--- src/rtl/bin2bcd_seq.sv ---
`default_nettype none
// ============================================================================
// Module   : bin2bcd_seq
// Purpose  : Sequential double-dabble converter from an unsigned binary word
//            to packed BCD digits, one input bit per clock, with a start/done
//            handshake. The result is the low DIGITS decimal digits; oOvf
//            flags values that did not fit.
// Options  : BIN2BCD_AUTO_EN - when defined the block is free-running and
//            restarts on every IDLE/DONE cycle using the current iBin;
//            iStart is then ignored.
// Revision : 1.0 - initial release
// ============================================================================
module bin2bcd_seq #(
   parameter int WIDTH  = 32,
   parameter int DIGITS = 10
) (
   input  logic                  iCLK,
   input  logic                  iRST_n,
   input  logic                  iStart,
   input  logic [WIDTH-1:0]      iBin,
   output logic [4*DIGITS-1:0]   oBCD,
   output logic                  oDone,
   output logic                  oBusy,
   output logic                  oOvf
);

   localparam int              BW     = 4 * DIGITS;
   localparam int              CW     = $clog2(WIDTH + 1);
   localparam logic [CW-1:0]   C_LAST = CW'(WIDTH - 1);

   typedef enum logic [1:0] {
      ST_IDLE  = 2'd0,
      ST_SHIFT = 2'd1,
      ST_DONE  = 2'd2
   } state_t;

   state_t             state_q, state_d;
   logic [WIDTH-1:0]   bin_q,   bin_d;
   logic [BW-1:0]      bcd_q,   bcd_d;
   logic               ovf_q,   ovf_d;
   logic [CW-1:0]      cnt_q,   cnt_d;
   logic [BW-1:0]      obcd_q,  obcd_d;
   logic               oovf_q,  oovf_d;

   logic [BW-1:0]      w_adj;
   logic [BW-1:0]      w_shift_bcd;
   logic [WIDTH-1:0]   w_shift_bin;
   logic               w_ovf_next;
   logic               w_go;

   // Per-digit add-3 correction; nibbles never carry into each other.
   generate
      for (genvar i = 0; i < DIGITS; i++) begin : g_nib
         assign w_adj[4*i +: 4] = (bcd_q[4*i +: 4] >= 4'd5) ? (bcd_q[4*i +: 4] + 4'd3)
                                                            : bcd_q[4*i +: 4];
      end
   endgenerate

   // One doubling step of {BCD, bin}; the bit leaving the top digit is lost
   // and recorded as overflow, which leaves the result modulo 10^DIGITS.
   assign w_shift_bcd = {w_adj[BW-2:0], bin_q[WIDTH-1]};
   assign w_shift_bin = bin_q << 1;
   assign w_ovf_next  = ovf_q | w_adj[BW-1];

`ifdef BIN2BCD_AUTO_EN
   logic unused_start;
   assign unused_start = iStart;
   assign w_go         = 1'b1;
`else
   assign w_go         = iStart;
`endif

   // Next-state and datapath logic for the IDLE/SHIFT/DONE sequencer.
   always_comb begin
      state_d = state_q;
      bin_d   = bin_q;
      bcd_d   = bcd_q;
      ovf_d   = ovf_q;
      cnt_d   = cnt_q;
      obcd_d  = obcd_q;
      oovf_d  = oovf_q;
      case (state_q)
         ST_IDLE, ST_DONE: begin
            if (w_go) begin
               bin_d   = iBin;
               bcd_d   = '0;
               ovf_d   = 1'b0;
               cnt_d   = '0;
               state_d = ST_SHIFT;
            end else begin
               state_d = ST_IDLE;
            end
         end
         ST_SHIFT: begin
            bcd_d = w_shift_bcd;
            bin_d = w_shift_bin;
            ovf_d = w_ovf_next;
            cnt_d = cnt_q + CW'(1);
            if (cnt_q == C_LAST) begin
               state_d = ST_DONE;
               obcd_d  = w_shift_bcd;
               oovf_d  = w_ovf_next;
            end
         end
         default: state_d = ST_IDLE;
      endcase
   end

   // State and result registers; reset discards any partial conversion.
   always_ff @(posedge iCLK or negedge iRST_n) begin
      if (!iRST_n) begin
         state_q <= ST_IDLE;
         bin_q   <= '0;
         bcd_q   <= '0;
         ovf_q   <= 1'b0;
         cnt_q   <= '0;
         obcd_q  <= '0;
         oovf_q  <= 1'b0;
      end else begin
         state_q <= state_d;
         bin_q   <= bin_d;
         bcd_q   <= bcd_d;
         ovf_q   <= ovf_d;
         cnt_q   <= cnt_d;
         obcd_q  <= obcd_d;
         oovf_q  <= oovf_d;
      end
   end

   assign oBCD  = obcd_q;
   assign oOvf  = oovf_q;
   assign oBusy = (state_q == ST_SHIFT);
   assign oDone = (state_q == ST_DONE);

endmodule
`default_nettype wire
--- config.mk ---
export PLATFORM = sky130hd
export DESIGN_NAME = bin2bcd_seq
export DESIGN_NICKNAME = d
export VERILOG_FILES = /design/src/rtl/bin2bcd_seq.sv
export SDC_FILE = /design/constraint.sdc
export NUM_CORES = 1
export LEC_CHECK = 0
export ABC_CLOCK_PERIOD_IN_PS = 4190
export CORE_MARGIN = 1
export CORE_UTILIZATION = 45
export CTS_CLUSTER_DIAMETER = 80
export DETAILED_ROUTE_END_ITERATION = 8
export GPL_TIMING_DRIVEN = 0
export PLACE_DENSITY = 0.68
export SYNTH_ARGS = -nofsm -noshare
export SYNTH_HDL_FRONTEND = slang
export SYNTH_SLANG_ARGS = --single-unit
--- constraint.sdc ---
create_clock -name iCLK -period 4.19 [get_ports iCLK]
set_clock_uncertainty 0.15 [all_clocks]
set_input_delay 0.419 -clock iCLK [delete_from_list [all_inputs] [get_ports iCLK]]
set_output_delay 0.419 -clock iCLK [all_outputs]
set_load 0.03 [all_outputs]
; ---- Yosys cells after proc, flatten, opt, wreduce, memory -nomap -nowiden
; Cells that the tools add are included.
; W data, S select, Z words.
[word_totals]
regBits = 122
in_bits = 35
[classes]
addsub = 11
eq_ne = 5
muxes = 21
n_reduce_logical = 5
n_lt_le_gt_ge = 10
n_bitwise = 1
[ops]
columns = cell, count
row1 = $pmux W40 S2, 1
row2 = $pmux W32 S2, 1
row3 = $add A4 B2 Y4 const B, 10
row4 = $ge A4 B3 Y1 const B, 10
row5 = $mux W4, 10
row6 = $mux W40, 1
row7 = $mux W32, 1
row8 = $pmux W6 S2, 1
row9 = $add A6 B1 Y6 const B, 1
row10 = $eq A6 B5 Y1 const B, 1
row11 = $mux W6, 1
row12 = $pmux W2 S2, 1
row13 = $reduce_and A2 Y1, 2
row14 = $eq A2 B1 Y1 const B, 1
row15 = $eq A2 B2 Y1 const B, 1
row16 = $logic_not A2 Y1, 1
row17 = $mux W1, 2
row18 = $mux W2, 1
row19 = $ne A2 B1 Y1 const B, 1
row20 = $ne A2 B2 Y1 const B, 1
row21 = $pmux W1 S2, 1
row22 = $reduce_bool A2 Y1, 1
row23 = $reduce_or A2 Y1, 1
row24 = $or A1 B1 Y1, 1

; ---- Depth between registers and ports, before layout
[depth]
word_depth = 4
mapped_depth = 7
ltp_nobuf = 6

; ---- Worst setup path before layout
; OpenSTA, ideal clock, no wires.
[synth_timing]
path_type = reg2out
from = reg state_q[1]
to = out oBusy
path_buffers = 2
path_slack_ns = 2.512
stages_incl_launch_ff = 5
arrival_ns = 1.109
cell_sequence = dfrtp_1 > nand2b_2 > inv_2 > buf_4 > buf_2
[synth_between]
elab_chain_cells = 1
[synth_rtl]
columns = element, line_no
row1 = "start, declared", 37  ; state_t state_q, state_d;
row2 = "start signal, assigned", 120  ; state_q <= state_d;
row3 = $eq A2 B1 Y1, 132  ; assign oBusy = (state_q == ST_SHIFT);
row4 = "end, declared", 23  ; output logic oBusy,
; Every way passes these cells.

; ---- Worst setup path in the final report
; Ends and elaborated chain as after synthesis.

==> flow_metrics.env <==
export IMPL_status="finished, final reports clean"
export IMPL_ir_drop_mv=0.300
export IMPL_final_setup_tns_ns=0
export IMPL_synth_area_um2=5700
export IMPL_drt_initial_drc_count=230
export IMPL_dpl_cell_area_um2=6710
export IMPL_synth_edff_count=0
export IMPL_rsz0062_at_grt="false"
export IMPL_nFillCells=1030
export IMPL_whs_ns=0.325
export IMPL_grt_usage_pct=20.7
export IMPL_multi_input_area_um2=2410
export IMPL_syn2layout_area_growth_pct=27.0
export IMPL_port_buffers=77
export IMPL_finish_net_count=673
export IMPL_synth_cells=519
export IMPL_gp_congestion=0.794
export IMPL_initial_core_util_pct=46.9
export IMPL_clock_path_buffers=2
export IMPL_cts_tree="done"
export IMPL_final_hold_viol_count=0
export IMPL_synth_area_per_cell_um2=11.0
export IMPL_cts_setup_buffers=0
export IMPL_max_freq_mhz=340
export IMPL_p_leak_nw=3.25
export IMPL_maxSlewHeadroom_pct=58.5
export IMPL_dr_pass1_iters=5
export IMPL_worstMarginPinSlew_ns=0.622
export IMPL_dp_hpwl_mm=8.86
export IMPL_cts_made_buffers=17
export IMPL_synthesis_nets=575
export IMPL_setup_violations=0
export IMPL_dieHeight_um=115
export IMPL_root_buffer="clkbuf_16"
export IMPL_final_util_pct=59.5
export IMPL_die_x_um=115
export IMPL_grt_first_pass_wirelength_mm=20.7
export IMPL_diodes=0
export IMPL_rows=40
export IMPL_seq_area_um2=3050
export IMPL_yosys_register_bits=122
export IMPL_ys_flop_type="dfrtp_1"
export IMPL_critPathLaunchType="flip-flop"
export IMPL_dp_cells=765
export IMPL_hold_path_class="flip-flop to flip-flop"
export IMPL_arrival_ns=2.37
export IMPL_cap_violations=0
export IMPL_powerDensity_nw_per_um2=810
export IMPL_crit_type="flip-flop to output port"
export IMPL_fin_ws_ns=1.25
export IMPL_cts_sinks=122
export IMPL_via_count=4309
export IMPL_yosysSeqAreaShare_pct=53.5
export IMPL_die_area_um2=13100
export IMPL_stdcell_count=794
export IMPL_clkTransAtPathRegs_ns=0.05
export IMPL_slew_violations=0
export IMPL_viasPerCell=5.43
export IMPL_cts_max_level=4
export IMPL_finalCritPeriodShare_pct=70.2
export IMPL_worstSkewPairLatency_ns=0.42
export IMPL_ys_warn_count=0
export IMPL_wl_per_cell_um=16.1
export IMPL_critPathCaptureType="output port"
export IMPL_coreArea_um2=12200
export IMPL_wl_mm=12.8
export IMPL_antenna_found_initial=0
export IMPL_drive_above_1_share_pct=10.9
export IMPL_grt_pass1_vias=4180
export IMPL_synth_distinct_cells=33
export IMPL_synth_async_reset_ratio_pct=100
export IMPL_preCtsSetupSlack_ns=1.66
export IMPL_power_mw=5.87
export IMPL_drc_errors=0
export IMPL_fin_area_um2=7240
export IMPL_min_period_ns=2.94
export IMPL_grt_start_max_net_pins=79
export IMPL_critPathRequiredTime_ns=3.62
export IMPL_critPathMaxFanout=10
export IMPL_cts_resized=0
export IMPL_io_pins=78
export IMPL_drtAntennaViolNets=0
export IMPL_grt_overflow=0
## power breakdown
part           total [mW]  internal (mW)  switching (mW)
Clock                1.29          0.816           0.478
Combinational        2.45           1.17            1.28
Sequential           2.12           1.70           0.419
Total                5.87           3.68            2.18
## registers in the layout (all words and copies together), names as in the netlist
name and cells:
bcd_q 40, state_q 2, oBCD 40, oOvf 1, cnt_q 6, ovf_q 1
bin_q 32
## cell usage after synthesis, types with 3 or more instances
master,count,area share (%)
a32o_1,10,1.8
a22o_1,22,3.4
xnor2_1,10,1.5
buf_2,12,1.1
a21oi_1,31,2.7
o21ai_0,34,3.0
nor3b_1,20,2.6
nand2_1,94,6.2
mux2i_1,10,1.8
nor2_1,3,0.20
clkbuf_1,11,0.72
mux2_4,17,4.5
ha_1,21,4.6
o31ai_1,12,1.6
nand2b_1,11,1.2
o22ai_1,9,0.99
dfrtp_1,122,54
mux2_2,3,0.59
inv_1,20,1.3
a22oi_1,31,4.1
## path summary, 6_finish.rpt
kind	end	cells after the start	slack, ns	start
hold / removal	bin_q[9]	2	0.32	bin_q[9]
setup / recovery	oBusy	5	1.25	state_q[1]
min in group asynchronous	oBCD[21]	2	0.35	iRST_n
max in group asynchronous	bin_q[29]	3	2.83	iRST_n
hold reg to reg	bin_q[9]	2	0.32	bin_q[9]
setup reg to reg	oBCD[30]	6	2.31	bcd_q[29]
## placed cells by master, fill, tap and decap left out, types with 2 or more instances in the layout
cell / count
clkbuf_16: 17
buf_2: 12
dfrtp_1: 122
clkdlybuf4s50_1: 76
nor3b_1: 20
clkinv_2: 3
clkbuf_1: 14
nand2_1: 94
clkbuf_8: 5
o211ai_1: 2
o21ai_0: 34
a32o_1: 10
nor2b_1: 2
mux2_2: 3
a22o_1: 22
xnor2_1: 10
ha_1: 21
nor2_1: 3
inv_1: 20
nand2b_1: 11
o22ai_1: 9
a21oi_1: 31
a22oi_1: 31
o31ai_1: 12
mux2i_1: 10
mux2_4: 17
buf_12: 2
## critical path, stage by stage, from the launching register on
cell	delay (ns)
dfrtp_1	0.36
nand2b_2	0.23
inv_2	0.16
buf_4	0.21
buf_2	0.27
clkdlybuf4s50_1	0.72
## cell type report
type                    instances  share of cell area (%)
flip-flops and latches        122                    42.2
multi-input cells             349                    33.3
repair buffers                 79                    11.2
clock buffers                  25                    6.98
well taps                     168                    2.90
plain buffers                  26                    2.06
inverters                      22                    1.17
clock inverters                 3                   0.207
## what timing repair did
action	in CTS	in global routing
endpoints found under the setup margin	0	0
hold buffers	1	0
endpoints found under the hold margin	44	0
## metal layers
metal	up-vias	routed length [µm]	part of all wire, %	global-route usage (%)
met2	120	6120	48	33.6
met1	2126	5810	45	26.4
li1	2050	-	-	-
met3	13	710	5.6	5.56
met4	0	146	1.1	8.05
met5	-	0	0	0
## cell families after synthesis
kind of cell | count (synthesis) | share of synthesized area, %
XOR/XNOR | 10 | 1.54
flip-flops | 122 | 53.5
adder cells (fa/ha/maj) | 21 | 4.61
buffers and inverters | 48 | 4.10
AND/OR/NAND/NOR | 136 | 11.5
multiplexers | 30 | 6.82
AO/OA/AOI/OAI | 152 | 17.8
(Power assumes the default switching activity.)
